**src/rtl/lotr_pkg.sv**
```systemverilog
// Shared instruction-memory constants and the byte-controller state type.
package lotr_pkg;

  localparam int MSB_I_MEM  = 11;
  localparam int SIZE_I_MEM = 1 << (MSB_I_MEM + 1);

  typedef enum logic [1:0] {
    IDLE   = 2'd0,
    ACCESS = 2'd1,
    DRAIN  = 2'd2,
    RESP   = 2'd3
  } t_i_mem_ctrl_st;

endpackage

```
**src/rtl/rr_arb2.sv**
```systemverilog
// Two-requester round-robin arbiter; last_grant flips only on an accepted grant.
module rr_arb2 (
  input  logic clock,
  input  logic rst,
  input  logic i_valid0,
  input  logic i_valid1,
  input  logic i_accept,
  output logic o_grant0,
  output logic o_grant1
);

  logic r_last_grant;

  // On a tie, the requester that was not granted last wins.
  always_comb begin
    o_grant0 = i_valid0 && (!i_valid1 || r_last_grant);
    o_grant1 = i_valid1 && !o_grant0;
  end

  always_ff @(posedge clock) begin
    if (rst) begin
      r_last_grant <= 1'b1;
    end else if (i_accept) begin
      r_last_grant <= o_grant1;
    end
  end

endmodule

```
**src/rtl/i_mem_byte_ctrl.sv**
```systemverilog
// Serializes arbitrated 32-bit word reads/writes into four byte accesses on
// instruction-memory port B and reassembles read bytes into a word.
//
//   state  | meaning
//   IDLE   | arbitrate, accept at most one request
//   ACCESS | four byte cycles, k = 0..3
//   DRAIN  | reads only: capture the last registered byte
//   RESP   | one-cycle completion pulse to the latched requester
module i_mem_byte_ctrl
  import lotr_pkg::*;
#(
  parameter int MEM_MSB = MSB_I_MEM
) (
  input  logic               clock,
  input  logic               rst,
  input  logic               req0_valid,
  output logic               req0_ready,
  input  logic               req0_wr,
  input  logic [MEM_MSB:0]   req0_addr,
  input  logic [31:0]        req0_wdata,
  input  logic [3:0]         req0_be,
  output logic               rsp0_valid,
  output logic [31:0]        rsp0_rdata,
  input  logic               req1_valid,
  output logic               req1_ready,
  input  logic               req1_wr,
  input  logic [MEM_MSB:0]   req1_addr,
  input  logic [31:0]        req1_wdata,
  input  logic [3:0]         req1_be,
  output logic               rsp1_valid,
  output logic [31:0]        rsp1_rdata,
  output logic [MEM_MSB:0]   mem_address,
  output logic [7:0]         mem_data,
  output logic               mem_rden,
  output logic               mem_wren,
  input  logic [7:0]         mem_q,
  output logic               busy
);

  t_i_mem_ctrl_st r_state;
  t_i_mem_ctrl_st w_next;

  logic [MEM_MSB:2] r_addr;
  logic             r_wr;
  logic [31:0]      r_wdata;
  logic [3:0]       r_be;
  logic             r_id;
  logic [1:0]       r_k;
  logic [31:0]      r_rdata;
  logic             r_cap_vld;
  logic [1:0]       r_cap_k;

  logic       w_grant0;
  logic       w_grant1;
  logic       w_idle;
  logic       w_accept;
  logic [4:0] w_bsel;
  logic [4:0] w_cap_sel;
  logic       w_unused;

  assign w_unused  = ^{req0_addr[1:0], req1_addr[1:0]};
  assign w_idle    = (r_state == IDLE) && !rst;
  assign w_accept  = w_idle && (w_grant0 || w_grant1);
  assign w_bsel    = {r_k, 3'b000};
  assign w_cap_sel = {r_cap_k, 3'b000};

  rr_arb2 u_arb (
    .clock    (clock),
    .rst      (rst),
    .i_valid0 (req0_valid),
    .i_valid1 (req1_valid),
    .i_accept (w_accept),
    .o_grant0 (w_grant0),
    .o_grant1 (w_grant1)
  );

  always_ff @(posedge clock) begin
    if (rst) begin
      r_state <= IDLE;
    end else begin
      r_state <= w_next;
    end
  end

  always_comb begin
    w_next = r_state;
    case (r_state)
      IDLE:    if (w_accept) w_next = ACCESS;
      ACCESS:  if (r_k == 2'd3) w_next = r_wr ? RESP : DRAIN;
      DRAIN:   w_next = RESP;
      RESP:    w_next = IDLE;
      default: w_next = IDLE;
    endcase
  end

  // Bytes come back one cycle after their access, so capture lags k by one.
  always_ff @(posedge clock) begin
    if (rst) begin
      r_addr    <= '0;
      r_wr      <= 1'b0;
      r_wdata   <= '0;
      r_be      <= '0;
      r_id      <= 1'b0;
      r_k       <= '0;
      r_rdata   <= '0;
      r_cap_vld <= 1'b0;
      r_cap_k   <= '0;
    end else begin
      r_cap_vld <= (r_state == ACCESS) && !r_wr;
      r_cap_k   <= r_k;
      if (w_accept) begin
        r_id    <= w_grant1;
        r_addr  <= w_grant1 ? req1_addr[MEM_MSB:2] : req0_addr[MEM_MSB:2];
        r_wr    <= w_grant1 ? req1_wr    : req0_wr;
        r_wdata <= w_grant1 ? req1_wdata : req0_wdata;
        r_be    <= w_grant1 ? req1_be    : req0_be;
        r_k     <= '0;
        r_rdata <= '0;
      end
      if (r_state == ACCESS) begin
        r_k <= r_k + 2'd1;
      end
      if (r_cap_vld) begin
        r_rdata[w_cap_sel +: 8] <= mem_q;
      end
    end
  end

  always_comb begin
    req0_ready  = w_idle && w_grant0;
    req1_ready  = w_idle && w_grant1;
    rsp0_valid  = 1'b0;
    rsp1_valid  = 1'b0;
    rsp0_rdata  = '0;
    rsp1_rdata  = '0;
    mem_address = '0;
    mem_data    = '0;
    mem_rden    = 1'b0;
    mem_wren    = 1'b0;
    busy        = (r_state != IDLE);
    case (r_state)
      ACCESS: begin
        mem_address = {r_addr, r_k};
        mem_rden    = !r_wr;
        mem_wren    = r_wr && r_be[r_k];
        mem_data    = r_wr ? r_wdata[w_bsel +: 8] : 8'h00;
      end
      RESP: begin
        if (r_id) begin
          rsp1_valid = 1'b1;
          rsp1_rdata = r_wr ? 32'h0 : r_rdata;
        end else begin
          rsp0_valid = 1'b1;
          rsp0_rdata = r_wr ? 32'h0 : r_rdata;
        end
      end
      default: ;
    endcase
  end

endmodule
```
**config.mk**
```make
export PLATFORM = sky130hd
export DESIGN_NAME = i_mem_byte_ctrl
export DESIGN_NICKNAME = d
export VERILOG_FILES = /design/src/rtl/lotr_pkg.sv /design/src/rtl/rr_arb2.sv /design/src/rtl/i_mem_byte_ctrl.sv
export SDC_FILE = /design/constraint.sdc
export NUM_CORES = 1
export LEC_CHECK = 0
export ABC_AREA = 1
export CORE_AREA = 2 2 109 111
export DETAILED_ROUTE_END_ITERATION = 8
export DIE_AREA = 0 0 111 113
export GPL_TIMING_DRIVEN = 0
export PLACE_DENSITY = 0.76
export SYNTH_ARGS = -nofsm -noshare
export SYNTH_HDL_FRONTEND = slang
export SYNTH_SLANG_ARGS = --single-unit
```
**constraint.sdc**
```tcl
create_clock -name clock -period 1.88 [get_ports clock]
set_input_delay 0.376 -clock clock [delete_from_list [all_inputs] [get_ports clock]]
set_output_delay 0.376 -clock clock [all_outputs]
set_load 0.1 [all_outputs]
```
After elaboration in Yosys (flattened, before gate mapping)
Index checks and enable logic that the tools add are counted.
{ "totals": {"reg_bits": 88, "inputBits": 110, "out_inout_bits": 91, "word_cells": 71} }
{ "op_classes": {"addsub": 2, "n_lt_le_gt_ge": 1, "eq_ne": 6, "shift": 3, "n_mux": 30, "n_reduce_logical": 18} }
{ "op_table": {"columns": ["operator", "count"], "rows": [
  ["32-bit 2-to-1 mux", 9],
  ["32-bit bitwise mux", 1],
  ["8-bit by 7-bit variable shift with 32-bit output (first input constant)", 1],
  ["32-bit by 6-bit variable part select with 8-bit output", 1],
  ["8-bit by 7-bit variable part select with 32-bit output", 1],
  ["8-bit 2-to-1 mux", 2],
  ["12-bit 2-to-1 mux", 1],
  ["10-bit 2-to-1 mux", 1],
  ["1-bit 2-to-1 mux", 9],
  ["1-bit logical AND", 8],
  ["2-bit 2-to-1 mux", 4],
  ["2-bit one-hot mux with 4 select lines", 1],
  ["5-bit negator with 7-bit output", 1],
  ["2-bit equality test (second input constant)", 3],
  ["1-bit logical NOT", 4],
  ["4-bit 2-to-1 mux", 1],
  ["2-bit nonzero test", 2],
  ["2-bit by 3-bit less-than comparator with 1-bit output (second input constant)", 1],
  ["2-bit by 1-bit adder with 2-bit output (second input constant)", 1],
  ["1-bit binary-select mux with 2-bit select", 1],
  ["2-bit by 1-bit equality test with 1-bit output (second input constant)", 1],
  ["2-bit logical NOT", 1],
  ["1-bit logical OR", 2],
  ["2-bit by 1-bit inequality test with 1-bit output (second input constant)", 1],
  ["2 further kinds", 2]
]} }

Longest topological paths before layout
{ "depth": {"ltp_word": 11, "mapped_depth": 9, "depth_no_buf": 8} }

By module
A second synthesis with hierarchy kept.
{ "unflattened": {"hier_cells": 795, "hier_area_um2": 4829.6} }
{ "by_module_without_submodules": {"columns": ["module", "instances", "cells_each", "area_per_inst_um2", "seq_area_each_um2"], "rows": [
  ["i_mem_byte_ctrl", 1, 787, 4773.3, 1741.7],
  ["rr_arb2", 1, 8, 56.3, 20.0]
]} }

Worst setup path after synthesis
No wires, ideal clock.
{ "synth_timing": {"path_type": "flip-flop to output port", "from": "reg r_state[1]", "to": "out rsp0_rdata[10]", "t_arrival_ns": 3.648, "required_time_ns": 1.504, "setup_slack_ns": -2.144, "stages_incl_launch_ff": 7, "n_path_buf": 1, "cell_sequence": "dfxtp_1 ha_1 inv_1 nor2_1 inv_1 clkbuf_1 nor2_1"} }
{ "synth_between": {"elab_chain_len": 2} }
{ "synth_rtl": {"columns": ["element", "line", "rtl"], "rows": [
  ["start: declaration", "i_mem_byte_ctrl.sv:40", "t_i_mem_ctrl_st r_state;"],
  ["start signal: assignment", "i_mem_byte_ctrl.sv:81", "r_state <= w_next;"],
  ["2-bit equality test", "i_mem_byte_ctrl.sv:141", "case (r_state)"],
  ["32-bit 2-to-1 mux", "i_mem_byte_ctrl.sv:141", null],
  ["end: declaration", "i_mem_byte_ctrl.sv:23", "output logic [31:0] rsp0_rdata,"]
]} }
No other way between the ends.

Worst setup path in the final report
{ "layout_timing": {"from": "reg r_state[1]", "to": "out rsp0_rdata[26]"} }
The elaborated chain is that of the path after synthesis.

==> metrics.txt <==
status finished, violations left; violated checks setup timing; Final setup viols 85; crit path max fanout 8; die width 111 um; share of cells above drive strength 1 0.342; TritonRoute pass-1 iters 8; xor/xnor cell area share of the yosys netlist 0; Clock Skew 6.45 ps; Adder-Cell Fraction of Synth Area 0.0264; CP Capture Type output port; Final Critical Period 2040 ps; predominant post-synthesis flop cell dfxtp_1; Post-Syn Instances 759; WL/cell 18.2 um; final setup margin -158 ps; number of global-route vias before repair 6166; P&R area growth vs syn 102%; Overflow after GRT 0; synth unique cells 28; CTS Sinks 88; worst hold path class primary input to flip-flop; complex-gate fraction of the synthesized area 0.131; vias per cell 5.44; top sig layer met4; CP Data Required Time 1500 ps; Rows 39; mux contribution to synthesized area 0; Mapped Area 4740 sq um; Worst-path clk slew 60 ps; # hold bufs at CTS 0; Hold Fails Final Rpt 0; Leak 3.64 nW; cts bufs inserted 9; core footprint 11300 sq um; post-route ant nets 0; pre-CTS setup slack -1570 ps; placed cell count 1097; H-Tree Depth 3; I/O Pins 201; first-pass GRT wire length 31.5 mm; Die Y 113 um; routability cong. 0.889; Residual DRC 0; Avg Inst Size Synth 6.25 sq um; setup TNS -7680 ps; maxcap violations 0; initial antenna violation count 0; met2 wire len 10.8 mm; PwrDens 948 nW/um^2; GRT Total Usage 0.314; Final Cycle Share 1.08; RSZ-0062 raised after global routing yes; worst vdd ir 0.722 mV; met3 wire length 1.38 mm; CTS max path bufs 2; synthesis-stage register bit count 88; WL final 20.7 mm; largest net degree at the start of global routing 20; fin util 0.851; Clk Latency, worst-skew pair 340 ps; Ys Warns 0; Iter 0 DRT Violations 452; synthesized net count 879; fill count 599; Peak Freq 491 MHz; FFs w/ async S/R, synth 0; Root Buffer clkbuf_16; WP data arrival 1660 ps; initial core utilization 0.421; final non-filler cell total 1137; sequential fraction of the synthesis area 0.371; Slew @ Worst Pin 544 ps; Crit Path Class flip-flop to output port; diode count 0; final net count 1109; DP HPWL 13.0 mm; IO Port Bufs 195; EDFF count, synth 0; largest family of logic cells by synthesized area simple AND/OR/NAND/NOR gates; detailed-route via count 6181; total power 9.10 mW; simple-gate share of the synthesized area 0.374; die area 12500 sq um; DRT met1 WL 7.48 mm; Pins Over Slew Limit 0; Max-slew headroom 0.638; Setup crit start kind flip-flop; CTS tree done
[synthesized netlist by cell type, types with 2 or more instances]
cell type	n	share of area
buf_4	4	0.0063
o21ai_0	15	0.016
clkbuf_1	21	0.017
a21oi_1	51	0.054
nor2_1	173	0.14
nand2_1	161	0.13
o211ai_1	2	0.0032
ha_1	10	0.026
nor2_2	2	0.0026
dfxtp_1	88	0.37
nand3_1	92	0.097
o21ai_1	50	0.053
buf_2	13	0.014
buf_6	4	0.0095
inv_4	2	0.0026
buf_1	4	0.0032
inv_2	3	0.0024
clkinv_1	2	0.0016
inv_1	53	0.042
[path summary, 6_finish.rpt]
kind	startpoint	to	slack [ps]	depth (start not counted)
worst max-delay path	r_state[1]	rsp0_rdata[26]	-160	7
worst min-delay path	rst	r_be[2]	380	4
worst max register to register	r_state[0]	r_rdata[9]	50	9
worst min register to register	r_wdata[2]	r_wdata[2]	470	2
[sequential cells by signal, indices dropped and copies added (netlist names)]
register and cells:
r_rdata 32, r_wdata 32, r_addr 10, r_be 4, r_cap_k 2, r_k 2, r_state 2, r_cap_vld 1
r_id 1, r_wr 1, u_arb.r_last_grant 1
[metal layers]
layer,track usage,vias to the layer above
li1,-,2891
met1,0.338,2875
met2,0.585,330
met3,0.0632,85
met4,0.158,0
met5,0,-
[worst max-delay path, stage by stage (launching register included)]
cell       delay (ps)
dfxtp_4           380
ha_4              150
inv_2              40
nor2_4            140
inv_8              90
clkbuf_16         180
nor2_4            140
buf_12            180
[logic make-up (layout without fill, tap and decap cells)]
| kind of cell | after synthesis | after routing |
|---|---|---|
| AOI/OAI and AO/OA | 121 | 121 |
| buffers and inverters | 106 | 339 |
| adders and majority gates | 10 | 10 |
| and+or+nand+nor | 434 | 436 |
| DFF | 88 | 88 |
[layout by cell type, fill, tap and decap left out, types with 8 or more instances in the layout]
| cell type | count |
|---|---|
| o21ai_1 | 52 |
| nand2_2 | 39 |
| inv_1 | 35 |
| clkbuf_8 | 9 |
| clkbuf_1 | 8 |
| buf_12 | 89 |
| a21oi_4 | 11 |
| buf_6 | 10 |
| nand2_1 | 121 |
| nor2_4 | 68 |
| nor2_1 | 102 |
| dfxtp_1 | 81 |
| nand3_1 | 92 |
| buf_4 | 16 |
| clkinvlp_4 | 13 |
| clkbuf_16 | 23 |
| a21oi_1 | 37 |
| buf_2 | 13 |
| clkdlybuf4s50_1 | 102 |
[per-stage QoR]
step                      instance area (sq um)  hold slack (ps)
after floorplan                            5480              444
after global placement                     7610              456
final                                      9590              381
after CTS                                  9400              370
after detailed placement                   7610              460
after global routing                       9590              383
[layout make-up]
class | count | area (sq um) | share of cell area
Buffer | 45 | 474 | 0.0494
Clock buffer | 14 | 284 | 0.0296
Clock inverter | 2 | 35.0 | 0.00365
Inverter | 60 | 297 | 0.0309
Multi-Input combinational cell | 567 | 3410 | 0.356
Sequential cell | 88 | 1790 | 0.186
Tap cell | 143 | 179 | 0.0187
Timing Repair Buffer | 218 | 3120 | 0.326
[power breakdown]
part           total (mW)  internal (mW)  switching, mW
Sequential           2.71           2.33          0.378
Clock                1.89           1.17          0.719
Combinational        4.49           1.72           2.78
[repair_timing]
item | in CTS | in global routing
gates cloned | 9 | 0
setup buffers | 9 | 7
gates resized for setup | 921 | 42
setup endpoints to repair | 100 | 113
pin swaps | 30 | 12
(Power assumes the default switching activity.)
